<file path="config.mk">
export PLATFORM = sky130hd
export DESIGN_NAME = maze_actor_mover
export DESIGN_NICKNAME = d
export VERILOG_FILES = /design/src/rtl/game_pkg.sv /design/src/rtl/maze_actor_btn_edge.sv /design/src/rtl/maze_actor_mover.sv
export SDC_FILE = /design/constraint.sdc
export NUM_CORES = 1
export LEC_CHECK = 0
export CAP_MARGIN = 40
export CORE_MARGIN = 2
export CORE_UTILIZATION = 49
export DETAILED_ROUTE_END_ITERATION = 12
export PLACE_DENSITY = 0.77
export SYNTH_ARGS = -nofsm -noshare
export SYNTH_HDL_FRONTEND = slang
export SYNTH_HIERARCHICAL = 1
export SYNTH_SLANG_ARGS = --single-unit
</file>
<file path="constraint.sdc">
create_clock -name clk60 -period 4.8 [get_ports clk60]
set_input_delay 0.96 -clock clk60 [delete_from_list [all_inputs] [get_ports clk60]]
set_output_delay 0.96 -clock clk60 [all_outputs]
set_load 0.05 [all_outputs]
</file>
<file path="src/rtl/game_pkg.sv">
// Shared maze types: facing directions, tile kinds, actor states and direction helpers.
package game_pkg;

  typedef enum logic [1:0] {
    DIR_RIGHT = 2'b00,
    DIR_UP    = 2'b01,
    DIR_DOWN  = 2'b10,
    DIR_LEFT  = 2'b11
  } dir_t;

  typedef enum logic [1:0] {
    TILE_WALL        = 2'b00,
    TILE_EMPTY       = 2'b01,
    TILE_PELLET      = 2'b10,
    TILE_GHOST_HOUSE = 2'b11
  } tile_t;

  typedef enum logic [1:0] {
    ST_START  = 2'b00,
    ST_NORMAL = 2'b01,
    ST_PAUSE  = 2'b10,
    ST_DEATH  = 2'b11
  } actor_state_t;

  // Codes are chosen so that bitwise inversion is the opposite heading.
  function automatic dir_t reverse_dir(dir_t d);
    return dir_t'(~d);
  endfunction

  function automatic dir_t rotate_cw(dir_t d);
    case (d)
      DIR_RIGHT: return DIR_DOWN;
      DIR_DOWN:  return DIR_LEFT;
      DIR_LEFT:  return DIR_UP;
      default:   return DIR_RIGHT;
    endcase
  endfunction

  function automatic dir_t rotate_ccw(dir_t d);
    case (d)
      DIR_RIGHT: return DIR_UP;
      DIR_UP:    return DIR_LEFT;
      DIR_LEFT:  return DIR_DOWN;
      default:   return DIR_RIGHT;
    endcase
  endfunction

  function automatic tile_t tile_in_dir(logic [7:0] info, dir_t d);
    case (d)
      DIR_RIGHT: return tile_t'(info[1:0]);
      DIR_UP:    return tile_t'(info[3:2]);
      DIR_DOWN:  return tile_t'(info[5:4]);
      default:   return tile_t'(info[7:6]);
    endcase
  endfunction

endpackage

</file>
<file path="src/rtl/maze_actor_btn_edge.sv">
// Rising-edge detector for a frame-rate button: fires for one frame when the
// two-stage history reads old=0, new=1.
module btn_edge (
  input  logic clk60,
  input  logic rst,
  input  logic btn,
  output logic rise
);

  logic [1:0] sr_q, sr_d;

  always_comb begin
    sr_d = {sr_q[0], btn};
  end

  always_ff @(posedge clk60) begin
    if (rst) sr_q <= 2'b00;
    else     sr_q <= sr_d;
  end

  assign rise = (sr_q == 2'b01);

endmodule

</file>
<file path="src/rtl/maze_actor_mover.sv">
// Per-frame movement engine for one maze actor: speed accumulator, buffered
// relative turns, tunnel wrap and a timed death sequence.
//
// state     | meaning
// ----------+---------------------------------------------------------
// ST_START  | parked at spawn point, waiting for start
// ST_NORMAL | moving; turns applied, accumulator running
// ST_PAUSE  | everything frozen, button edges still queued
// ST_DEATH  | position frozen, death animation counter running
module maze_actor_mover
  import game_pkg::*;
#(
  parameter int TILE_SHIFT   = 3,
  parameter int X_W          = 9,
  parameter int Y_W          = 9,
  parameter int Y_TILE_OFS   = 3,
  parameter int START_X      = 119,
  parameter int START_Y      = 227,
  parameter int MAZE_COLS    = 28,
  parameter int SPEED_W      = 7,
  parameter int DEATH_FRAMES = 90
) (
  input  logic             clk60,
  input  logic             rst,
  input  logic             start,
  input  logic             pause,
  input  logic             kill,
  input  logic             turn_left,
  input  logic             turn_right,
  input  logic             uturn,
  input  logic [SPEED_W:0] speed,
  input  logic [7:0]       tile_info,
  output logic [5:0]       tile_x,
  output logic [5:0]       tile_y,
  output logic [X_W-1:0]   xloc,
  output logic [Y_W-1:0]   yloc,
  output logic [1:0]       dir,
  output logic [1:0]       anim_cycle,
  output logic             step,
  output logic             death_done
);

  localparam int CNT_W = $clog2(DEATH_FRAMES);
  localparam logic [X_W-1:0]   X_MAX_V   = X_W'(MAZE_COLS * (1 << TILE_SHIFT) - 1);
  localparam logic [X_W-1:0]   START_X_V = X_W'(START_X);
  localparam logic [Y_W-1:0]   START_Y_V = Y_W'(START_Y);
  localparam logic [SPEED_W:0] SPEED_ONE = {1'b1, {SPEED_W{1'b0}}};
  localparam logic [CNT_W-1:0] CNT_LAST  = CNT_W'(DEATH_FRAMES - 1);

  actor_state_t     state_q, state_d;
  logic [X_W-1:0]   xloc_q, xloc_d;
  logic [Y_W-1:0]   yloc_q, yloc_d;
  dir_t             dir_q, dir_d;
  dir_t             queue_q, queue_d;
  logic [1:0]       anim_q, anim_d;
  logic             half_q, half_d;
  logic [SPEED_W-1:0] acc_q, acc_d;
  logic [CNT_W-1:0] cnt_q, cnt_d;
  logic             step_q, step_d;
  logic             done_q, done_d;

  logic             left_rise, right_rise, uturn_rise;
  dir_t             q_eff, dir_n;
  tile_t            t_queue, t_ahead;
  logic             centre, turn_now, blocked, moved;
  logic [SPEED_W:0] spd, sum;

  btn_edge u_edge_left  (.clk60(clk60), .rst(rst), .btn(turn_left),  .rise(left_rise));
  btn_edge u_edge_right (.clk60(clk60), .rst(rst), .btn(turn_right), .rise(right_rise));
  btn_edge u_edge_uturn (.clk60(clk60), .rst(rst), .btn(uturn),      .rise(uturn_rise));

  always_comb begin
    state_d  = state_q;
    xloc_d   = xloc_q;
    yloc_d   = yloc_q;
    dir_d    = dir_q;
    queue_d  = DIR_RIGHT;
    anim_d   = anim_q;
    half_d   = half_q;
    acc_d    = acc_q;
    cnt_d    = cnt_q;
    step_d   = 1'b0;
    done_d   = 1'b0;
    turn_now = 1'b0;
    moved    = 1'b0;

    // A fresh button edge replaces whatever turn was pending.
    q_eff = queue_q;
    if (left_rise)       q_eff = rotate_ccw(dir_q);
    else if (right_rise) q_eff = rotate_cw(dir_q);
    else if (uturn_rise) q_eff = reverse_dir(dir_q);

    centre  = (xloc_q[2:0] == 3'd3) && (yloc_q[2:0] == 3'd3);
    t_queue = tile_in_dir(tile_info, q_eff);

    dir_n = dir_q;
    if (q_eff == reverse_dir(dir_q)) begin
      dir_n = q_eff;
    end else if (q_eff != dir_q && centre &&
                 t_queue != TILE_WALL && t_queue != TILE_GHOST_HOUSE) begin
      dir_n    = q_eff;
      turn_now = 1'b1;
    end
    t_ahead = tile_in_dir(tile_info, dir_n);
    blocked = centre && (t_ahead == TILE_WALL);

    spd = (speed > SPEED_ONE) ? SPEED_ONE : speed;
    sum = {1'b0, acc_q} + spd;

    case (state_q)
      ST_START: begin
        xloc_d = START_X_V;
        yloc_d = START_Y_V;
        dir_d  = DIR_RIGHT;
        anim_d = 2'b01;
        half_d = 1'b0;
        acc_d  = '0;
        cnt_d  = '0;
        if (start) state_d = ST_NORMAL;
      end

      ST_NORMAL: begin
        queue_d = q_eff;
        dir_d   = dir_n;
        if (turn_now || blocked) begin
          acc_d = '0;
        end else begin
          acc_d = sum[SPEED_W-1:0];
          moved = sum[SPEED_W];
        end
        if (moved) begin
          case (dir_n)
            DIR_RIGHT: xloc_d = (xloc_q == X_MAX_V) ? '0 : xloc_q + X_W'(1);
            DIR_LEFT:  xloc_d = (xloc_q == '0) ? X_MAX_V : xloc_q - X_W'(1);
            DIR_UP:    yloc_d = yloc_q - Y_W'(1);
            default:   yloc_d = yloc_q + Y_W'(1);
          endcase
          step_d = 1'b1;
          half_d = ~half_q;
          if (half_q) anim_d = anim_q + 2'd1;
        end else if (anim_q == 2'b00) begin
          anim_d = 2'b01;
        end
        if (kill)       state_d = ST_DEATH;
        else if (pause) state_d = ST_PAUSE;
      end

      ST_PAUSE: begin
        queue_d = q_eff;
        if (!pause) state_d = ST_NORMAL;
      end

      default: begin
        if (cnt_q == CNT_LAST) begin
          state_d = ST_START;
          cnt_d   = '0;
          done_d  = 1'b1;
          xloc_d  = START_X_V;
          yloc_d  = START_Y_V;
          dir_d   = DIR_RIGHT;
          anim_d  = 2'b01;
          half_d  = 1'b0;
          acc_d   = '0;
        end else begin
          cnt_d  = cnt_q + CNT_W'(1);
          anim_d = cnt_d[CNT_W-1 -: 2];
        end
      end
    endcase
  end

  always_ff @(posedge clk60) begin
    if (rst) begin
      state_q <= ST_START;
      xloc_q  <= START_X_V;
      yloc_q  <= START_Y_V;
      dir_q   <= DIR_RIGHT;
      queue_q <= DIR_RIGHT;
      anim_q  <= 2'b01;
      half_q  <= 1'b0;
      acc_q   <= '0;
      cnt_q   <= '0;
      step_q  <= 1'b0;
      done_q  <= 1'b0;
    end else begin
      state_q <= state_d;
      xloc_q  <= xloc_d;
      yloc_q  <= yloc_d;
      dir_q   <= dir_d;
      queue_q <= queue_d;
      anim_q  <= anim_d;
      half_q  <= half_d;
      acc_q   <= acc_d;
      cnt_q   <= cnt_d;
      step_q  <= step_d;
      done_q  <= done_d;
    end
  end

  assign tile_x     = 6'(xloc_q >> TILE_SHIFT);
  assign tile_y     = 6'((yloc_q >> TILE_SHIFT) - Y_W'(Y_TILE_OFS));
  assign xloc       = xloc_q;
  assign yloc       = yloc_q;
  assign dir        = dir_q;
  assign anim_cycle = anim_q;
  assign step       = step_q;
  assign death_done = done_q;

endmodule

</file>
==> qor.csv <==
metric;value;unit
path_class;in -> reg;
cts_root_buf;clkbuf_8;
grt-ovfl-total;0;
gp_congestion;0.915;
fmax;219;MHz
reg2reg_from;u_edge_left/sr_q[0]$_SDFF_PP0_;
io_buffer_count;59;
dp_hpwl;6610;um
clk_pin_slew;90;ps
slew_headroom;39.8;%
hold_end;u_edge_right/sr_q[1]$_SDFF_PP0_;
path_max_fanout;5;
timing.hold.ws;466;ps
worstPathRequired;5010;ps
die_h;90.8;um
peakVddDrop;0.000217;V
slowest_delay;310;ps
maxCapViolCount;0;
ff2ff_path_depth;23;
whs_path_depth;1;
ios;60;
grt_first_pass_wirelength;15200;um
min_path_type;reg -> reg;
cts_buffers;5;
synth_seq_cells;49;
fp.dieArea;8250;um^2
antenna_found_initial;0;
end_kind;flop;
p_leak;2.03;nW
drc_errors;0;
cpMaxStageDelayCell;or2_2;
worstSkewPairLatency;310;ps
synth_xor_area_share;6.17;%
nFillCells;603;
via_count;3625;
synth-simple-area-share;24.2;%
wl_per_cell;14.5;um
power_density;334;nW/um^2
dieWidth;90.8;um
ant_nets;0;
area_growth;31.5;%
cpMostUsedCell;buf_4;
dr.first_iter.drc_count;145;
finalCritPeriodShare;95.3;%
synth_edf_count;0;
syn-instance-count;460;
synth_top_family_by_area;simple AND/OR/NAND/NOR gates;
drive_gt1_share;17.6;%
ys.flop_type;dfxtp_1;
final_nets;599;
initial_utilization;50.7;%
grt_usage;21.9;%
hold_viol_final;0;
worstPathArrival;4780;ps
status;complete, no violations;
grt_pass1_vias;3480;
synthArstFlopShare;0;%
worstMarginPinSlew;892;ps
cts_hold_buf;0;
clock_tree.htree_level_count;2;
crit_chain;dlygate4sd2_1, a21oi_2, a32oi_2, a311oi_2, xor2_1, a22oi_4, buf_4, nand2_1, o31ai_1, buf_4, buf_4, or2_2, nand2_4, ha_4, ha_1, a21oi_2, nor2_1, nor2_1, o21ai_1, o41ai_2, xnor2_1, a32o_1, o21a_1;
synth.distinct_cells;69;
clockBufferDepth;2;
setup_viol;0;
clock_sinks;49;
rrSetupSlack;290;ps
hp-start;u_edge_right/sr_q[0]$_SDFF_PP0_;
synth_compound_area_share;23.6;%
syn_area;3690;um^2
ys_seq_area_share;26.6;%
firstDrtPassIters;5;
grt_max_degree;33;
worst_r2r_endpoint;yloc[8]$_SDFFE_PP0P_;
worst_setup_path_start_kind;input port;
ys_warn_count;6;
skew;11.8;ps
cts_tree;yes;
setup_tns;0;ps
synthAdderAreaFrac;10.9;%
syn_area_per_cell;8.03;um^2
placementRows;31;
synth_nets;515;
power;0.00162;W
wirelength;9310;um
finalCriticalPeriod;4570;ps
slew_violations;0;
diodes;0;
core;7290;um^2
viasPerCell;5.63;
synthMuxAreaShare;1.96;%
## logic make-up after synthesis
logic type / after synthesis
mux: 7
buf+inv: 52
xor+xnor: 26
flops: 49
fa+ha+maj: 31
simple gates: 171
compound gates: 124
## report_power, final
| group | leakage, nW | switching, W | total, W | internal (W) |
|---|---|---|---|---|
| logic | 1.58 | 0.000499 | 0.000840 | 0.000341 |
| registers | 0.399 | 0.0000591 | 0.000512 | 0.000453 |
| clock network | 0.0542 | 0.000142 | 0.000272 | 0.000131 |
| total | 2.03 | 0.000699 | 0.00162 | 0.000924 |
## area by class of cell
| class | count | area, um^2 | share of cell area [%] |
|---|---|---|---|
| well taps | 99 | 124 | 2.55 |
| repair buffers | 104 | 945 | 19.5 |
| clock inverters | 1 | 5.00 | 0.103 |
| inverters | 25 | 93.8 | 1.93 |
| clock buffers | 7 | 96.3 | 1.98 |
| flip-flops and latches | 49 | 983 | 20.3 |
| multi-input cells | 359 | 2610 | 53.7 |
## per-stage QoR
stage	instance area [um^2]	worst slack, ps	instances	utilization [%]
4_1_cts	4720	0.321	641	64.7
3_3_place_gp	4570	-314	632	62.7
3_5_place_dp	4570	-500	632	62.7
6_report	4860	226	644	66.6
2_1_floorplan	3700	22.7	460	-
5_1_grt	4860	-37.8	644	66.6
## critical path, delay by kind of cell
family | cells | cell delay (ps)
XOR/XNOR | 2 | 400
AND/OR/NAND/NOR | 5 | 650
buffers and inverters | 4 | 720
adder cells (fa/ha/maj) | 2 | 430
AO/OA/AOI/OAI | 10 | 1610
## flip-flops by register name, summed over array words and instances (netlist names)
register and flops:
u_edge_uturn/sr_q 2, half_q 1, state_q 2, queue_q 2, u_edge_right/sr_q 2, anim_cycle 2, cnt_q 7, dir 2
death_done 1, yloc 9, u_edge_left/sr_q 2, step 1, acc_q 7, xloc 9
## placed cells by master, fill, tap and decap left out, types with 4 or more instances in the layout
master,n
xnor2_1,12
o21ai_0,18
or2_2,4
clkdlybuf4s50_1,51
a311oi_2,4
nor2b_1,19
nand3b_1,11
ha_1,28
a21oi_2,7
o22ai_1,7
xor2_1,14
o31ai_1,4
a22oi_1,7
mux2i_1,5
buf_4,44
inv_1,24
and3_1,6
nand2_1,25
a21o_1,4
a21oi_1,27
dlymetal6s2s_1,6
nand3_1,10
dfxtp_1,47
nor2_1,51
nor3_1,14
clkbuf_8,7
o22a_1,4
## how the worst max path moves through the flow
stage	depth (start not counted)	endpoint	from	slack, ps
6_report	23	yloc[8]$_SDFFE_PP0P_	tile_info[0]	230
5_1_grt	23	yloc[8]$_SDFFE_PP0P_	tile_info[0]	-40
4_1_cts	20	yloc[8]$_SDFFE_PP0P_	tile_info[4]	0.3
3_5_place_dp	20	yloc[8]$_SDFFE_PP0P_	tile_info[0]	-500
3_3_place_gp	20	yloc[8]$_SDFFE_PP0P_	tile_info[0]	-310
2_1_floorplan	19	yloc[8]$_SDFFE_PP0P_	tile_info[0]	20
## synthesized netlist by cell type, types with 4 or more instances
cell type  instances  share of area, %
o21ai_0           20               2.7
buf_4              7               1.4
a32oi_1            4              0.95
or2_2              4              0.68
a311oi_1           5               1.2
clkbuf_1          14               1.4
o22a_1             4              0.95
nor2b_1           19               3.2
mux2i_1            5               1.4
a22oi_1            7               1.4
dfxtp_1           49                27
nor2_1            52               5.3
o31ai_1            4              0.81
nor3_1            15               2.0
nand3b_1          11               2.2
nor4_1             4              0.68
ha_1              29               9.8
nand2_1           26               2.6
inv_1             25               2.5
a21o_1             4              0.81
nand3_1           10               1.4
and3_1             6               1.0
o22ai_1            7               1.2
a21oi_1           33               4.5
xor2_1            14               3.3
xnor2_1           12               2.8
## repair_timing
| action | 4_1_cts | 5_1_grt |
|---|---|---|
| gates resized for setup | 11 | 26 |
| setup endpoints to repair | 6 | 28 |
| pin swaps | 8 | 20 |
| setup buffers | 1 | 3 |
## per-layer routing
layer	vias up	share of wire, %	global-route usage, %
li1	1816	-	-
met4	0	1.4	7.70
met3	14	3.7	4.01
met1	1710	44	26.2
met2	85	51	39.1
met5	-	0	0
(Power assumes the default switching activity.)
